### src/rtl/decode_stage_pkg.sv
// Purpose: shared widths, register-file geometry and instruction field positions for the decode stage.
// Latency: n/a (constants, types and a pure helper function only).
// Backpressure: n/a.
package decode_stage_pkg;

    localparam int WORD_W     = 22;
    localparam int REG_ADDR_W = 4;
    localparam int NUM_REGS   = 16;
    localparam int PC_REG     = 15;

    // Instruction field bit positions
    localparam int OP_HI        = 21;
    localparam int OP_LO        = 20;
    localparam int FUNCT_HI     = 19;
    localparam int FUNCT_LO     = 15;
    localparam int IMM_FLAG_BIT = 15;
    localparam int RN_HI        = 14;
    localparam int RN_LO        = 11;
    localparam int RD_HI        = 10;
    localparam int RD_LO        = 7;
    localparam int RM_HI        = 3;
    localparam int RM_LO        = 0;
    localparam int IMM_HI       = 6;
    localparam int IMM_LO       = 0;

    typedef logic [WORD_W-1:0]     word_t;
    typedef logic [REG_ADDR_W-1:0] reg_addr_t;

    localparam reg_addr_t PC_ADDR = reg_addr_t'(PC_REG);

    // Zero-extend the 7-bit immediate field to a full word
    function automatic word_t zext_imm(input logic [IMM_HI-IMM_LO:0] imm);
        return word_t'(imm);
    endfunction

endpackage

### src/rtl/decode_stage_register_file.sv
// Purpose: 16 x 22-bit register file, two combinational read ports, one write port, R15 aliased to PC+8.
// Latency: reads 0 cycles (same-cycle write bypass), writes land at the rising edge.
// Backpressure: none; writes are never held off by pipeline stall or flush.
module register_file
    import decode_stage_pkg::*;
(
    input  logic      clk,
    input  logic      rst,
    input  logic      we,
    input  reg_addr_t waddr,
    input  word_t     wdata,
    input  reg_addr_t ra1,
    input  reg_addr_t ra2,
    input  word_t     pc_plus_8,
    output word_t     rd1,
    output word_t     rd2
);

    word_t r_regs [NUM_REGS];
    word_t w_rd1;
    word_t w_rd2;

    // Reset clears every entry; R15 is never written since reads of it return PC+8
    always_ff @(posedge clk) begin
        if (rst) begin
            for (int i = 0; i < NUM_REGS; i++) begin
                r_regs[i] <= '0;
            end
        end else if (we && (waddr != PC_ADDR)) begin
            r_regs[waddr] <= wdata;
        end
    end

    // Read ports: PC alias first, then same-cycle bypass of the writeback value, then array
    always_comb begin
        w_rd1 = r_regs[ra1];
        w_rd2 = r_regs[ra2];
        if (ra1 == PC_ADDR) begin
            w_rd1 = pc_plus_8;
        end else if (we && (waddr == ra1)) begin
            w_rd1 = wdata;
        end
        if (ra2 == PC_ADDR) begin
            w_rd2 = pc_plus_8;
        end else if (we && (waddr == ra2)) begin
            w_rd2 = wdata;
        end
    end

    assign rd1 = w_rd1;
    assign rd2 = w_rd2;

endmodule

### src/rtl/decode_stage.sv
// Purpose: IF/ID pipeline register plus instruction field decode and register-file operand read.
// Latency: fields and operands valid 1 cycle after fetch presents the instruction.
// Backpressure: stall_d holds IF/ID contents, flush_d replaces them with a bubble (flush wins).
module decode_stage
    import decode_stage_pkg::*;
(
    input  logic                  clk,
    input  logic                  rst,
    input  logic [WORD_W-1:0]     instruction_fetch_in,
    input  logic [WORD_W-1:0]     pc_plus_8_in,
    input  logic                  stall_d,
    input  logic                  flush_d,
    input  logic                  reg_write_w,
    input  logic [REG_ADDR_W-1:0] write_addr_w,
    input  logic [WORD_W-1:0]     result_w,
    output logic                  valid_d,
    output logic [1:0]            op_d,
    output logic [4:0]            funct_d,
    output logic [REG_ADDR_W-1:0] rn_addr_d,
    output logic [REG_ADDR_W-1:0] rd_addr_d,
    output logic [REG_ADDR_W-1:0] rm_addr_d,
    output logic [WORD_W-1:0]     rd1_d,
    output logic [WORD_W-1:0]     rd2_d,
    output logic [WORD_W-1:0]     ext_imm_d,
    output logic [WORD_W-1:0]     pc_plus_8_d
);

    word_t     r_instr;
    word_t     r_pc;
    logic      r_valid;
    word_t     w_instr;
    reg_addr_t w_rn;
    reg_addr_t w_rm;

    // IF/ID register: reset > flush (bubble) > stall (hold) > load
    always_ff @(posedge clk) begin
        if (rst || flush_d) begin
            r_instr <= '0;
            r_pc    <= '0;
            r_valid <= 1'b0;
        end else if (!stall_d) begin
            r_instr <= instruction_fetch_in;
            r_pc    <= pc_plus_8_in;
            r_valid <= 1'b1;
        end
    end

    // A bubble already holds zero; the gate keeps decode zero even if that ever changes
    assign w_instr = r_valid ? r_instr : '0;
    assign w_rn    = w_instr[RN_HI:RN_LO];
    assign w_rm    = w_instr[RM_HI:RM_LO];

    assign valid_d     = r_valid;
    assign op_d        = w_instr[OP_HI:OP_LO];
    assign funct_d     = w_instr[FUNCT_HI:FUNCT_LO];
    assign rn_addr_d   = w_rn;
    assign rd_addr_d   = w_instr[RD_HI:RD_LO];
    assign rm_addr_d   = w_rm;
    assign ext_imm_d   = zext_imm(w_instr[IMM_HI:IMM_LO]);
    assign pc_plus_8_d = r_pc;

    register_file u_regfile (
        .clk       (clk),
        .rst       (rst),
        .we        (reg_write_w),
        .waddr     (write_addr_w),
        .wdata     (result_w),
        .ra1       (w_rn),
        .ra2       (w_rm),
        .pc_plus_8 (r_pc),
        .rd1       (rd1_d),
        .rd2       (rd2_d)
    );

endmodule

### config.mk
export PLATFORM = sky130hd
export DESIGN_NAME = decode_stage
export DESIGN_NICKNAME = d
export VERILOG_FILES = /design/src/rtl/decode_stage_pkg.sv /design/src/rtl/decode_stage_register_file.sv /design/src/rtl/decode_stage.sv
export SDC_FILE = /design/constraint.sdc
export NUM_CORES = 1
export LEC_CHECK = 0
export BUFFER_PORTS_ARGS = -buffer_cell sky130_fd_sc_hd__buf_2
export CAP_MARGIN = 0
export CELL_PAD_IN_SITES_DETAIL_PLACEMENT = 0
export CELL_PAD_IN_SITES_GLOBAL_PLACEMENT = 1
export CORE_MARGIN = 4
export CORE_UTILIZATION = 49
export CTS_CLUSTER_SIZE = 30
export DETAILED_ROUTE_END_ITERATION = 7
export GPL_TIMING_DRIVEN = 1
export MAX_ROUTING_LAYER = met4
export PLACE_DENSITY = 0.86
export SYNTH_ARGS = -nofsm -noshare
export SYNTH_HDL_FRONTEND = slang
export SYNTH_SLANG_ARGS = --single-unit
### constraint.sdc
create_clock -name clk -period 3.1 [get_ports clk]
set_clock_uncertainty 0.15 [all_clocks]
set_input_delay 0.62 -clock clk [delete_from_list [all_inputs] [get_ports clk]]
set_output_delay 0.62 -clock clk [all_outputs]
set_load 0.05 [all_outputs]
# ---- After elaboration in Yosys (flattened, before gate mapping)
# Memories as Yosys holds them, arrays and structs flattened.
# Index checks and enable logic that the tools add are counted.
dict set report op_classes {
  eq_ne 5
  n_mux 13
  reduce_logical 5
}
# operator n
set ops {}
lappend ops {{22-bit 2-to-1 mux} 6}
lappend ops {{22-bit OR reduction} 1}
lappend ops {{4-bit == test} 2}
lappend ops {{4-bit == test, second input constant} 2}
lappend ops {{1-bit 2-to-1 mux} 6}
lappend ops {{4-bit 2-to-1 mux} 1}
lappend ops {{4-bit != test, second input constant} 1}
lappend ops {{1-bit logical AND} 3}
lappend ops {{1-bit logical OR} 1}
dict set report totals {
  regBits 45
  ram_bits 352
  inputBits 75
  out_inout_bits 108
  elab_cells 27
  mem_count 1
}
# name depth width rd rd_clocked_by_memory_dff wr line_no
set mem_list {}
lappend mem_list {u_regfile.r_regs 16 22 2 0 16 decode_stage_register_file.sv:19} ;# word_t r_regs [NUM_REGS];

# ---- Depth between registers and ports, before layout
# Gate-level depths: netlist of the first run.
dict set report logic_depth {
  word_depth 7
  mapped_depth 9
  mapped_depth_nobuf 5
}

# ---- Modules after synthesis
# From an unflattened synthesis of the first run, not the netlist that was laid out.
dict set report hier_totals {
  cells_unflattened 1699
  area_unflattened_um2 21461.8
}
# module instances cells_each area_each_um2 seq_area_each_um2
set by_module_without_submodules {}
lappend by_module_without_submodules {register_file 1 1509 19533.7 10570.1}
lappend by_module_without_submodules {decode_stage 1 190 1928.1 900.9}

# ---- Worst setup path before layout of the first run
# OpenSTA, ideal clock, no wires.
dict set report synth_path {
  kind {reg-to-output}
  from {reg r_valid (netlist: valid_d)}
  to {out rd2_d[0]}
  arrival_time_ns 2.861
  required_time_ns 2.330
  setup_slack_ns -0.531
  path_stages_with_launch 7
  path_buffers 3
  cell_sequence {dfxtp_1 -> buf_4 -> buf_4 -> clkbuf_1 -> a222oi_1 -> o311a_1 -> o21ai_0}
}
dict set report synth_between {
  elab_chain_len 5
  elab_cells_between_ends 7
  cone_classes {eq/ne: 2; mux: 3; reduce/logical: 1; memory: 1}
}
# item line_no
set synth_lines {}
lappend synth_lines {{start: declaration} decode_stage.sv:30} ;# logic r_valid;
lappend synth_lines {{start signal: assignment} decode_stage.sv:40} ;# r_valid <= 1'b0;
lappend synth_lines {{start signal: assignment} decode_stage.sv:44} ;# r_valid <= 1'b1;
lappend synth_lines {{22-bit 2-to-1 mux (*)} decode_stage.sv:49} ;# assign w_instr = r_valid ? r_instr : '0;
lappend synth_lines {{branches (longest 3 deep; another with memory 16 x 22 bit)} n/a}
lappend synth_lines {{22-bit 2-to-1 mux (*)} decode_stage_register_file.sv:43} ;# if (ra2 == PC_ADDR) begin
lappend synth_lines {{end: declaration} decode_stage.sv:23} ;# output logic [WORD_W-1:0] rd2_d,
# Every way passes the cells marked *.

# ---- Final worst setup path of the first run
# Same ends and word-level chain as after synthesis.

==> impl_metrics.json, run 1 <==
{
  "synth_ff_type": "sky130_fd_sc_hd__edfxtp_1",
  "worst_slack_ns": -0.323,
  "max_freq_mhz": 292,
  "multi_input_area_um2": 10300,
  "timing.critical_path.required_ns": 2.33,
  "synth-edff-count": 352,
  "cts-htree-levels": 2,
  "first_global_vias": 16900,
  "cell_chain_critical_path": "buf_12 > or2_1 > a2111o_2 > buf_12 > buf_16 > o311a_1 > o21ai_2 > buf_6",
  "worst_hold_path_startpoint": "pc_plus_8_in[15]",
  "cellPowerDensity_nw_per_um2": 473,
  "cts_root_buf": "sky130_fd_sc_hd__clkbuf_16",
  "status": "finished with violations",
  "timing.final.crit_share_pct": 110,
  "horizontal_die_dimension_um": 220,
  "endpoint_kind": "output pin",
  "drt-wirelength-per-cell_um": 27.4,
  "hold_endpoint": "pc_plus_8_d[15]",
  "clock_tree_buffer_depth": 3,
  "synth.avg_cell_area_um2": 12.1,
  "critPathKind": "flop to output pin",
  "worst_ir_drop_vdd_mv": 0.435,
  "ff2ff_path_depth": 4,
  "timing.hold.worst_path_depth": 3,
  "hold_viol_final": 0,
  "cts_sinks": 397,
  "num_vias": 17000,
  "areaGrowthSynthToFinish_pct": 25.3,
  "post_synthesis_instance_area_um2": 22000,
  "grt_start_max_net_pins": 46,
  "wl_um": 73600,
  "floorplan.die_area_um2": 48300,
  "leakagePower_nw": 10.3,
  "grt_setup_unrepaired": "yes",
  "dp.cells": 2557,
  "fin_crit_ns": 3.42,
  "gp_routability_congestion": 0.911,
  "die_h_um": 220,
  "io_buffers": 167,
  "post-synth-top-area-cell": "sky130_fd_sc_hd__edfxtp_1",
  "pre_cts_ws_ns": 0.00448,
  "seq_area_um2": 11500,
  "holdBufCountCts": 0,
  "async_reset_ff_share_pct": 0,
  "drt-initial-drc-count": 2406,
  "grt_antenna_before_repair": 2,
  "slew_headroom_pct": 33.5,
  "timing.critical_path.mode_cell": "sky130_fd_sc_hd__buf_12",
  "yosysWarnings": 0,
  "rr_endpoint": "r_instr[12]",
  "failing_checks": "DRC, setup timing",
  "1st_pass_router_iterations": 8,
  "fin_cells": 2687,
  "cell_with_the_biggest_individual_delay_on_the_critical_path": "sky130_fd_sc_hd__a2111o_2",
  "grt.total_usage_pct": 30.0,
  "critPathMaxStageDelay_ns": 0.57,
  "boundary_pin_count": 183,
  "synth.top_cell.area_share_pct": 48.1,
  "clkLatencyLatePin_ns": 0.54,
  "grt_pass1_wl_um": 106000,
  "synthCells": 1821,
  "setup_viols_final": 44,
  "seq_area_frac_synth_pct": 52.1,
  "critPathLaunch": "valid_d",
  "slew_viol_final": 0,
  "postSynthRegisterBits": 397,
  "drive_above_1_share_pct": 35.7,
  "clkSlewWorstSetupHoldPaths_ns": 0.07,
  "fp-row-count": 77,
  "antenna_violating_nets_remaining": 0,
  "drcViolationCount": 3,
  "timing.rr.start": "r_instr[12]",
  "grt_overflow_total": 0,
  "cap_viol_max_count": 0,
  "finalNetCount": 2138,
  "cts-buffers-inserted": 40,
  "main_area_contributors_after_synthesis": "sky130_fd_sc_hd__edfxtp_1 48%, sky130_fd_sc_hd__and2_1 10%, sky130_fd_sc_hd__mux4_2 6.8%",
  "final.fill_count": 3294,
  "crit_path_start_kind": "flop",
  "worstMarginPinSlew_ns": 0.998,
  "cts_tree": "built",
  "worst_hold_path_type": "input port to flop",
  "regToRegSetupSlack_ns": 1.74,
  "worstPathMaxFanout": 7,
  "initial_util_pct": 49.6,
  "floorplan.core_area_um2": 44300,
  "power_mw": 13.0,
  "dp_hpwl_um": 45700,
  "arrival_ns": 2.65,
  "ys_types": 46,
  "routed_via_density": 6.33
}
synthesized netlist by cell type, types with 43 or more instances:
cell,instances
sky130_fd_sc_hd__mux4_2,66
sky130_fd_sc_hd__edfxtp_1,352
sky130_fd_sc_hd__and2_1,369
sky130_fd_sc_hd__o21ai_0,47
sky130_fd_sc_hd__a21oi_1,53
sky130_fd_sc_hd__nor2_1,87
sky130_fd_sc_hd__dfxtp_1,45
sky130_fd_sc_hd__mux2i_1,112
sky130_fd_sc_hd__o21ai_1,44
sky130_fd_sc_hd__nand2_1,72
sky130_fd_sc_hd__o311a_1,43
sky130_fd_sc_hd__clkbuf_1,111
sky130_fd_sc_hd__buf_2,45
sky130_fd_sc_hd__mux2_2,86
layer usage:
metal | share of wire, % | global-route usage, % | vias to the layer above
li1 | - | - | 7273
met1 | 38 | 38.7 | 8435
met2 | 48 | 48.2 | 1119
met3 | 11 | 4.94 | 189
met4 | 3.8 | 11.1 | 0
met5 | 0 | - | -
worst max path at each step:
| stage | to | slack, ns | depth (start not counted) |
|---|---|---|---|
| after CTS | rd2_d[17] | -0.33 | 8 |
| after global routing | rd1_d[18] | -0.37 | 10 |
| final | rd2_d[0] | -0.32 | 8 |
| after floorplan | rd2_d[0] | -0.04 | 7 |
| after detailed placement | rd1_d[20] | 0.004 | 9 |
| after global placement | rd1_d[0] | 0.04 | 8 |
registers in the layout, indices dropped and copies added, names as in the netlist:
name              flops
pc_plus_8_d          22
r_instr              22
u_regfile.r_regs    352
valid_d               1
report_power, final:
| part | internal, mW | total (mW) | switching (mW) |
|---|---|---|---|
| combinational | 0.745 | 1.81 | 1.06 |
| sequential | 6.12 | 6.30 | 0.180 |
| clock | 2.86 | 4.94 | 2.08 |
what timing repair did:
action / in CTS / in global routing
pin swaps: 45 / 44
cloned: 14 / 3
buffers inserted: 28 / 15
resized for setup: 188 / 59
setup endpoints to repair: 44 / 44
kinds of logic after synthesis:
kind of cell	count (synthesis)	synth area share, %
compound gates	367	12.1
mux	264	16.3
other cells	1	0.0170
buf+inv	214	4.72
flops	397	52.1
xor+xnor	2	0.0796
simple gates	576	14.6
through the flow:
stage,util (%),hold WS [ns],TNS (ns),instance area (um^2)
2_1_floorplan,-,0.305,-0.0379,22300
3_3_place_gp,55.4,0.317,0,24500
3_5_place_dp,55.4,0.330,0,24500
4_1_cts,61.4,0.145,-11.15,27200
5_1_grt,62.2,0.157,-13.31,27600
6_report,62.2,0.153,-11.38,27600
cells in the final DEF (no fill, tap or decap), types with 52 or more instances in the layout:
master / instances
sky130_fd_sc_hd__mux4_2: 66
sky130_fd_sc_hd__nand2_1: 69
sky130_fd_sc_hd__buf_6: 62
sky130_fd_sc_hd__mux2i_1: 112
sky130_fd_sc_hd__and2_1: 363
sky130_fd_sc_hd__buf_12: 52
sky130_fd_sc_hd__edfxtp_1: 352
sky130_fd_sc_hd__buf_4: 113
sky130_fd_sc_hd__mux2_2: 81
sky130_fd_sc_hd__nor2_1: 85
sky130_fd_sc_hd__buf_2: 123
final cells by class:
cell class | count | area share, %
sequential | 397 | 41.7
multi-input combinational | 1246 | 37.3
inverter | 9 | 0.141
antenna | 1 | 0.00908
clock inverter | 23 | 0.822
clock buffer | 50 | 3.99
tap | 592 | 2.69
timing repair buffer | 369 | 13.4
worst max-delay path, delay by kind of cell, from the launching register on:
kind	cells	cell delay, ns
simple gates	1	0.24
buf+inv	4	0.64
flops	1	0.39
compound gates	3	0.84
(Power assumes the default switching activity.)
==> run 2: changes to the inputs <==
--- a/config.mk
+++ b/config.mk
@@ -10,12 +10,12 @@
 export CELL_PAD_IN_SITES_DETAIL_PLACEMENT = 0
 export CELL_PAD_IN_SITES_GLOBAL_PLACEMENT = 1
 export CORE_MARGIN = 4
-export CORE_UTILIZATION = 49
+export CORE_UTILIZATION = 30
 export CTS_CLUSTER_SIZE = 30
 export DETAILED_ROUTE_END_ITERATION = 7
 export GPL_TIMING_DRIVEN = 1
 export MAX_ROUTING_LAYER = met4
-export PLACE_DENSITY = 0.86
+export PLACE_DENSITY = 0.6
 export SYNTH_ARGS = -nofsm -noshare
 export SYNTH_HDL_FRONTEND = slang
 export SYNTH_SLANG_ARGS = --single-unit
==> run 2 against run 1 <==
Compared with the run above:
- the flow finishes with violations (setup timing)
- sequential power about the same
- sequential share of layout area decreased by 0.66 points
- combinational power about the same
==> impl_metrics.json, run 2 (synthesized netlist as in run 1, its figures left out) <==
{
  "status": "finished with violations",
  "failing_checks": "setup timing",
  "fp-row-count": 99,
  "routed_via_density": 5.37,
  "areaGrowthSynthToFinish_pct": 27.3,
  "leakagePower_nw": 10.3,
  "critPathTopFamily": "buffers and inverters",
  "worst_hold_path_type": "input port to flop",
  "clkLatencyLatePin_ns": 0.57,
  "drcViolationCount": 0,
  "critPathKind": "flop to output pin",
  "wl_um": 81000,
  "boundary_pin_count": 183,
  "grt_start_max_net_pins": 46,
  "arrival_ns": 2.72,
  "worst_ir_drop_vdd_mv": 0.355,
  "grt_pass1_wl_um": 117000,
  "fin_crit_ns": 3.49,
  "setup_viols_final": 44,
  "holdWs_ns": 0.124,
  "cts-buffers-inserted": 43,
  "grt_antenna_before_repair": 4,
  "drt-initial-drc-count": 1732,
  "dp_hpwl_um": 52900,
  "cell_with_the_biggest_individual_delay_on_the_critical_path": "sky130_fd_sc_hd__mux4_2",
  "floorplan.core_area_um2": 72800,
  "layout_commonest_cell": "sky130_fd_sc_hd__and2_1",
  "num_vias": 16500,
  "largest_reg_flops": 352,
  "cellPowerDensity_nw_per_um2": 477,
  "finalNetCount": 2151,
  "setup_tns_ns": -13.51,
  "grt_setup_unrepaired": "yes",
  "max_freq_mhz": 287,
  "initial_util_pct": 30.2,
  "drt-wirelength-per-cell_um": 26.4,
  "switchingPower_mw": 3.41,
  "dp.cells": 2950,
  "timing.critical_path.mode_cell": "sky130_fd_sc_hd__buf_12",
  "horizontal_die_dimension_um": 279,
  "cts_root_buf": "sky130_fd_sc_hd__clkbuf_16",
  "floorplan.die_area_um2": 77700,
  "cell_chain_critical_path": "buf_12 > buf_16 > buf_12 > buf_12 > mux4_2 > a22oi_2 > buf_4 > o311a_1 > o21ai_2 > buf_6",
  "pre_cts_ws_ns": -0.0417,
  "first_global_vias": 16700,
  "critical_path_buf_inv_count": 6,
  "cts_tree": "built",
  "worst_slack_ns": -0.390,
  "critPathMaxStageDelay_ns": 0.50,
  "cap_viol_max_count": 0,
  "largest_register": "u_regfile.r_regs",
  "cts-htree-levels": 2,
  "layout.cells.most_common_list": "368 x sky130_fd_sc_hd__and2_1, 352 x sky130_fd_sc_hd__edfxtp_1, 137 x sky130_fd_sc_hd__buf_4",
  "slew_headroom_pct": 51.1,
  "worstPathMaxFanout": 5,
  "cts_sinks": 397,
  "grt_overflow_total": 0,
  "die_h_um": 279,
  "slew_viol_final": 0,
  "worstMarginPinSlew_ns": 0.732,
  "timing.critical_path.required_ns": 2.33,
  "endpoint_kind": "output pin",
  "hold_viol_final": 0,
  "grt.total_usage_pct": 20.8,
  "1st_pass_router_iterations": 5,
  "clock_power_share_pct": 39.1,
  "power.sequential.fraction_pct": 47.1,
  "drive_above_1_share_pct": 35.0,
  "p_int_mw": 9.94,
  "combinationalPowerShare_pct": 13.8,
  "fin_cells": 3073,
  "p_sw_share_pct": 25.6,
  "crit_path_start_kind": "flop",
  "timing.final.crit_share_pct": 113,
  "io_buffers": 167,
  "antenna_violating_nets_remaining": 0,
  "clkSlewWorstSetupHoldPaths_ns": 0.07,
  "gp_routability_congestion": 0.859,
  "clock_tree_buffer_depth": 3
}
run 2: per-stage QoR:
stage               cell area [um^2]  utilization (%)  power (mW)
finish                         28000             38.5        13.3
global route                   28000             38.5        13.8
CTS                            27800             38.2        13.4
detailed placement             25300             34.7        8.06
global placement               25300             34.7        8.03
floorplan                      22300                -        7.39
run 2: worst min-delay path, delay by kind of cell:
kind	cells	cell delay, ns
buf+inv	1	0.07
mux	1	0.05
simple gates	1	0.07
run 2: layout make-up:
class	count	area, um^2
flip-flops and latches	397	11500
clock inverters	20	196
repair buffers	379	3740
fillers	6984	44800
clock buffers	59	1210
diodes	4	10.0
inverters	9	33.8
well taps	959	1200
multi-input cells	1246	10100
run 2: per-layer routing:
layer	share of wire, %	up-vias	track usage [%]
li1	-	7315	-
met1	43	8459	26.9
met5	0	-	-
met4	3.0	0	6.30
met2	49	597	34.4
met3	5.8	125	2.54
run 2: repair_timing:
action,CTS,global route
hold buffers,0,0
resized for setup,149,23
gates cloned,9,1
pin swaps,32,10
setup endpoints to repair,44,44
buffers inserted,24,6
run 2: worst paths after layout:
kind / cells after the start / slack, ns / endpoint / start
worst max-delay path: 10 / -0.39 / rd1_d[0] / r_instr[12]
worst min-delay path: 3 / 0.12 / pc_plus_8_d[17] / pc_plus_8_in[17]
worst max register to register: 4 / 1.70 / r_instr[2] / r_instr[2]
worst min register to register: 2 / 0.34 / r_instr[7] / r_instr[7]
run 2: power groups by stage:
stage               combinational (mW)  clock, mW  sequential [mW]
floorplan                         1.03          0             6.36
global placement                  1.65          0             6.38
detailed placement                1.66          0             6.40
CTS                               1.82       5.32             6.28
global route                      1.93       5.53             6.32
finish                            1.84       5.22             6.29
